**config.mk**
```make
export PLATFORM = sky130hd
export DESIGN_NAME = decoder3x8_strobe
export DESIGN_NICKNAME = d
export VERILOG_FILES = /design/src/rtl/decoder3x8_strobe.sv
export SDC_FILE = /design/constraint.sdc
export NUM_CORES = 1
export LEC_CHECK = 0
export CAP_MARGIN = 20
export CORE_MARGIN = 2
export CORE_UTILIZATION = 39
export DETAILED_ROUTE_END_ITERATION = 10
export GPL_TIMING_DRIVEN = 0
export PLACE_DENSITY = 0.71
export SYNTH_ARGS = -nofsm -noshare
export SYNTH_HDL_FRONTEND = slang
export SYNTH_SLANG_ARGS = --single-unit
```
**constraint.sdc**
```tcl
create_clock -name clk -period 3.2 [get_ports clk]
set_clock_uncertainty 0.1 [all_clocks]
set_input_delay 0.64 -clock clk [delete_from_list [all_inputs] [get_ports clk]]
set_output_delay 0.64 -clock clk [all_outputs]
set_load 0.05 [all_outputs]
```
**src/rtl/decoder3x8_strobe.sv**
```systemverilog
`default_nettype none
// ============================================================================
//  Module   : decoder3x8_strobe
//  Purpose  : Registered 3-to-8 one-hot decoder with a valid/ready input
//             handshake. Each accepted code drives exactly one line of y
//             high for HOLD_CYCLES clock cycles. A new code may be accepted
//             on the last hold cycle, so consecutive pulses run back-to-back
//             with no idle gap.
//  Revision : 1.0 - initial release
// ----------------------------------------------------------------------------
//  Parameters
//    HOLD_CYCLES  cycles each decoded line stays high (1..255)
//    CNT_W        width of the saturating accepted-code counter
//  Ports
//    clk           in   1      rising-edge clock
//    rst           in   1      synchronous reset, active-high
//    en            in   1      enables acceptance of new codes
//    code_in       in   3      binary code to decode
//    code_valid    in   1      code_in is valid this cycle
//    code_ready    out  1      block accepts code_in this cycle
//    y             out  8      one-hot decoded output, zero when idle
//    y_valid       out  1      high while y is non-zero
//    busy          out  1      high while a pulse is being driven
//    accept_count  out  CNT_W  accepted codes, saturating at all-ones
// ============================================================================
module decoder3x8_strobe #(
   parameter int HOLD_CYCLES = 4,
   parameter int CNT_W       = 8
) (
   input  logic             clk,
   input  logic             rst,
   input  logic             en,
   input  logic [2:0]       code_in,
   input  logic             code_valid,
   output logic             code_ready,
   output logic [7:0]       y,
   output logic             y_valid,
   output logic             busy,
   output logic [CNT_W-1:0] accept_count
);

   typedef enum logic [0:0] {
      ST_IDLE  = 1'b0,
      ST_DRIVE = 1'b1
   } state_t;

   // Timer counts down the remaining hold cycles after the current one;
   // zero marks the last cycle of a pulse.
   localparam logic [7:0]       TIMER_RELOAD = 8'(HOLD_CYCLES - 1);
   localparam logic [CNT_W-1:0] CNT_MAX      = '1;
   localparam logic [CNT_W-1:0] CNT_ONE      = CNT_W'(1);

   state_t           state_q, state_d;
   logic [7:0]       timer_q, timer_d;
   logic [7:0]       y_q,     y_d;
   logic [CNT_W-1:0] count_q, count_d;

   logic             ready_w;
   logic             accept_w;
   logic [7:0]       decoded_w;

   // Ready depends only on registered state and en, never on code_valid,
   // so the upstream may use it to form its own valid without a loop.
   // In IDLE the timer is always zero, but IDLE is named explicitly so the
   // intent does not rely on that invariant.
   assign ready_w   = en && ((state_q == ST_IDLE) || (timer_q == 8'd0));
   assign accept_w  = code_valid && ready_w;
   assign decoded_w = 8'd1 << code_in;

   // ------------------------------------------------------------------------
   // Next-state and datapath logic
   // ------------------------------------------------------------------------
   always_comb begin
      state_d = state_q;
      timer_d = timer_q;
      y_d     = y_q;
      count_d = count_q;

      case (state_q)
         ST_IDLE: begin
            if (accept_w) begin
               y_d     = decoded_w;
               timer_d = TIMER_RELOAD;
               state_d = ST_DRIVE;
            end
         end

         ST_DRIVE: begin
            if (timer_q != 8'd0) begin
               // Mid-pulse: en going low cannot abort, the line stays up.
               timer_d = timer_q - 8'd1;
            end else if (accept_w) begin
               // Replacing y in one step keeps it one-hot across the switch.
               y_d     = decoded_w;
               timer_d = TIMER_RELOAD;
            end else begin
               y_d     = 8'd0;
               state_d = ST_IDLE;
            end
         end

         default: begin
            y_d     = 8'd0;
            timer_d = 8'd0;
            state_d = ST_IDLE;
         end
      endcase

      if (accept_w && (count_q != CNT_MAX)) begin
         count_d = count_q + CNT_ONE;
      end
   end

   // ------------------------------------------------------------------------
   // State registers; reset overrides any accept in the same cycle.
   // ------------------------------------------------------------------------
   always_ff @(posedge clk) begin
      if (rst) begin
         state_q <= ST_IDLE;
         timer_q <= 8'd0;
         y_q     <= 8'd0;
         count_q <= '0;
      end else begin
         state_q <= state_d;
         timer_q <= timer_d;
         y_q     <= y_d;
         count_q <= count_d;
      end
   end

   // ------------------------------------------------------------------------
   // Outputs, all derived from registered state except the handshake ready
   // ------------------------------------------------------------------------
   assign code_ready   = ready_w;
   assign y            = y_q;
   assign y_valid      = |y_q;
   assign busy         = (state_q == ST_DRIVE);
   assign accept_count = count_q;

endmodule
`default_nettype wire

```
# [Yosys cells after proc, flatten, opt, wreduce, memory -nomap -nowiden]
# Cells that the tools add are included.
[totals] inputBits=7 elab_cells=29 ff_bits=25
[op_classes] mux=10 bitwise_logic=1 n_eq_ne=3 addsub=2 shifts=1 n_reduce_logical=8
[op_table] op="$mux W8" count=5
[op_table] op="$pmux W8 S2" count=2
[op_table] op="$add A8 B1 Y8 const B" count=1
[op_table] op="$logic_not A8 Y1" count=1
[op_table] op="$ne A8 B8 Y1 const B" count=1
[op_table] op="$reduce_bool A8 Y1" count=1
[op_table] op="$reduce_or A8 Y1" count=1
[op_table] op="$shl A1 B3 Y8 const A" count=1
[op_table] op="$sub A8 B1 Y8 const B" count=1
[op_table] op="$ne A2 B2 Y1 const B" count=2
[op_table] op="$logic_and A1 B1 Y1" count=3
[op_table] op="$mux W1" count=2
[op_table] op="$pmux W1 S2" count=1
[op_table] op="$reduce_and A2 Y1" count=1
[op_table] op="$logic_or A1 B1 Y1" count=1
[op_table] op="$not A1 Y1" count=1

# [Logic depth before layout (Yosys ltp)]
[logic_depth] depth_word=7 mapped_depth=7

# [Worst setup path after synthesis]
# OpenSTA, ideal clock, no wires.
[synth_path] path_type="reg-to-output" startpoint="register timer_q[0]" endpoint="output code_ready" required_time_ps=2460 arrival_ps=1502 stages_incl_launch_ff=6 slack_ps=958 cell_sequence="dfxtp_1 > inv_1 > ha_1 > nor4b_4 > a21bo_2 > and2_1"
[synth_via] elab_chain_len=3
[synth_rtl] item="start: declaration" line="54" rtl="logic [7:0] timer_q, timer_d;"
[synth_rtl] item="start signal: assignment" line="125" rtl="timer_q <= timer_d;"
[synth_rtl] item="$logic_not A8 Y1" line="66" rtl="assign ready_w = en && ((state_q == ST_IDLE) || (timer_q == 8'd0));"
[synth_rtl] item="$logic_or A1 B1 Y1" line="66"
[synth_rtl] item="$logic_and A1 B1 Y1" line="66"
[synth_rtl] item="end: declaration" line="35" rtl="output logic code_ready,"
# No other way between the ends.

# [Final worst setup path]
# Ends and elaborated chain as after synthesis.

==> results.md <==
- Ant. Diodes: 0
- Setup bufs post-CTS: 0
- R2r setup slk: approximately 1.1 ns
- Mux contribution to synthesized area: 3.45%
- Fmax: 334 MHz
- Largest family of logic cells by synthesized area: simple AND/OR/NAND/NOR gates
- Sequential fraction of the synthesis area: a little over 40%
- Nets: about 180
- FF-to-FF End: y[3]$_SDFFE_PP0P_
- Yosys reg bits: 25
- Mapped Cells: 136
- Critical path startpoint: timer_q[0]$_SDFF_PP0_
- Slew margin rel.: 34.0%
- CTS resizes: 1
- Critical path buffer and inverter count: 2
- Worst VDD drop: around 0.00015 V
- Required time worst endpoint: ~2.5 ns
- Final period util: around 94%
- TritonCTS Buffers: 3
- CTS tree: done
- Post-Synth XOR/XNOR Area: 0%
- Static Leak: 0.540 nW
- DP HPWL: around 2300 microns
- I/O pins: 26
- Clk sinks: 25
- Clock root buffer: clkbuf_4
- Synthesized area: 0.00123 sq mm
- Total Wirelength: between 3000 and 4000 microns
- Fin. Hold Viols: 0
- Worst r2r path cells: 5
- Util after Layout: 51.6%
- Crit start category: flip-flop
- Synth Area in Simple Gates: a little under a third
- Vert. Die Dim: roughly 60 microns
- Max Cap Viol: 0
- Die footprint: 0.00363 sq mm
- Ys Warns: 0
- Total number of vias: ~1200
- Syn nets: roughly 150
- Drt pass-1 iters: 4
- Synth cell types: 43
- Hold_ws: roughly 0.39 ns
- Area Overhead vs Synth: 26.8%
- Core Area: between 0.003 and 0.004 sq mm
- Initial core utilization: a little over 40%
- Port bufs: 25
- Adder-cell share of the synthesized area: between 2 and 2.5%
- Crit. path cell count: 6
- Worst slew pin tran: 0.983 ns
- Min cycle time layout: between 2 and 3 ns
- Initial antenna violation count: 0
- Via/cell ratio: 5.56
- FP Rows: 20
- Largest net degree at the start of global routing: 14
- Synth Area in Compound Gates: between 10% and 20%
- Outcome: finished, final reports clean
- Total GRT Usage: between 10% and 20%
- Cts hold-fix bufs: 0
- WL per Instance: 14.5 microns
- Finish-stage setup viols: 0
- Routed Antenna Nets: 0
- Crit path to: code_ready
- Critical path class: reg2out
- Gr ovfl total: 0
- Mean Syn Cell Area: just over 9 sq um
- Clk_lat worst skew: around 0.32 ns
- Die Width: 60.2 microns
- Max-slew violations: 0
- CP Cell Sequence: inv_1, ha_1, nor4b_4, a21bo_2, and2_1, dlygate4sd2_1
- RSZ-0062 raised after global routing: no
- Critical R2R Launch: timer_q[0]$_SDFF_PP0_
- First-pass GRT wire length: 4970 microns
- Routability cong.: 0.893
- Number of global-route vias before repair: approximately 1100
- Slowest CP cell: dlygate4sd2_1
- Critical path endpoint category: primary output
- Delay-heaviest family, CP: buffers and inverters
- Final TNS setup: 0 ns
- 1st-iter DRT viols: 31
- Worst min path class: reg2reg
- Clk slew on worst S/H paths: ~0.13 ns
- Bufs on Longest Clock Path: 2
- Fraction of layout cells with a size suffix above 1: 11.5%
- Hold path depth: 2
- Min-delay src: y[5]$_SDFFE_PP0P_
- DRC Markers: 0
- Pwr dens: around 380 mW/mm^2
- CTS H-tree depth: 1
- CP max stage delay: 0.52 ns
- Worst path arrival time: around 2.3 ns
- Worst-path maximum fanout: 7
[tightest hold or removal path, delay by kind of cell (launching register included)]
| kind | cells | cell delay [ns] |
|---|---|---|
| flops | 1 | 0.34 |
| compound gates | 1 | 0.06 |
| simple gates | 1 | 0.06 |
[report_power, final]
group	switching (mW)	leakage, nW	internal, mW
clock network	0.0936	0.0150	0.0488
logic	0.0781	0.322	0.0485
registers	0.0110	0.203	0.321
total	0.183	0.540	0.418
[synthesized netlist by cell type]
| cell type | number | area (sq um) |
|---|---|---|
| or4_1 | 2 | 15.0 |
| ha_1 | 2 | 25.0 |
| nor4b_1 | 1 | 8.76 |
| nor2b_1 | 2 | 12.5 |
| dfxtp_1 | 25 | 500 |
| or3_1 | 3 | 18.8 |
| o21ai_1 | 1 | 5.00 |
| a31oi_1 | 1 | 6.26 |
| clkbuf_1 | 4 | 15.0 |
| a32o_1 | 2 | 20.0 |
| nand4_1 | 6 | 37.5 |
| a211oi_1 | 2 | 15.0 |
| and3_1 | 1 | 6.26 |
| nor2_1 | 8 | 30.0 |
| nand2_1 | 6 | 22.5 |
| and3_2 | 1 | 7.51 |
| and2b_2 | 1 | 8.76 |
| o41ai_1 | 1 | 8.76 |
| o21ai_0 | 5 | 25.0 |
| or3b_1 | 1 | 8.76 |
| nor4b_2 | 1 | 15.0 |
| a21boi_2 | 1 | 11.3 |
| nor3_2 | 1 | 10.0 |
| nand4b_1 | 1 | 8.76 |
| mux2i_1 | 2 | 20.0 |
| clkbuf_8 | 1 | 13.8 |
| a21bo_2 | 1 | 10.0 |
| o31ai_1 | 2 | 15.0 |
| a311oi_1 | 1 | 8.76 |
| nor4b_4 | 1 | 23.8 |
| mux2_2 | 2 | 22.5 |
| o21a_1 | 1 | 7.51 |
| nand3_1 | 4 | 20.0 |
| nor3_1 | 9 | 45.0 |
| nand2_2 | 1 | 6.26 |
| nand3b_1 | 2 | 15.0 |
| nor4_1 | 8 | 50.1 |
| inv_1 | 6 | 22.5 |
| and2_1 | 2 | 12.5 |
| a22o_2 | 4 | 40.0 |
| o211ai_1 | 1 | 7.51 |
| and3b_2 | 1 | 10.0 |
| a21oi_1 | 8 | 40.0 |
[cell families after synthesis]
| group | count (synthesis) |
|---|---|
| AOI/OAI and AO/OA | 31 |
| and+or+nand+nor | 63 |
| adders and majority gates | 2 |
| buffers and inverters | 11 |
| DFF | 25 |
| muxes | 4 |
[metrics by stage]
stage | power (mW) | worst slack, ns | cell area, sq um | cells
CTS | 0.604 | 0.195 | 1560 | 209
detailed placement | 0.465 | 0.288 | 1540 | 205
global placement | 0.462 | 0.325 | 1540 | 205
finish | 0.601 | 0.203 | 1560 | 209
global route | 0.628 | 0.0396 | 1560 | 209
floorplan | 0.423 | 0.958 | 1230 | 136
[cells in the final DEF (no fill, tap or decap), types with 6 or more instances in the layout]
cell	n
dfxtp_1	25
clkdlybuf4s50_1	24
a21oi_1	8
nand2_1	6
nor2_1	8
inv_1	6
nor4_1	8
nor3_1	9
nand4_1	6
[layout make-up]
cell class              instances  area [sq um]
plain buffers                   5          28.8
clock buffers                   4          26.3
fillers                       300          1470
inverters                       6          22.5
multi-input cells             100           681
flip-flops and latches         25           500
well taps                      44          55.1
repair buffers                 25           249
[worst min path at each step]
stage                     slack, ns                    end
final                          0.39      y[5]$_SDFFE_PP0P_
after global routing           0.42      y[5]$_SDFFE_PP0P_
after CTS                      0.40      y[5]$_SDFFE_PP0P_
after detailed placement       0.38      y[5]$_SDFFE_PP0P_
after global placement         0.36      y[5]$_SDFFE_PP0P_
after floorplan                0.37  timer_q[0]$_SDFF_PP0_
[metal layers]
metal	GRT usage [%]	up-vias	wire (microns)
met5	0	-	0
met4	3.81	0	17
met3	3.03	4	117
met2	30.3	30	1440
met1	23.8	545	1460
li1	-	584	-
[registers in the layout, indices dropped and copies added, names as in the netlist]
name / count
accept_count: 8
timer_q: 8
y: 8
busy: 1
Power figures use the tool's default switching activity.
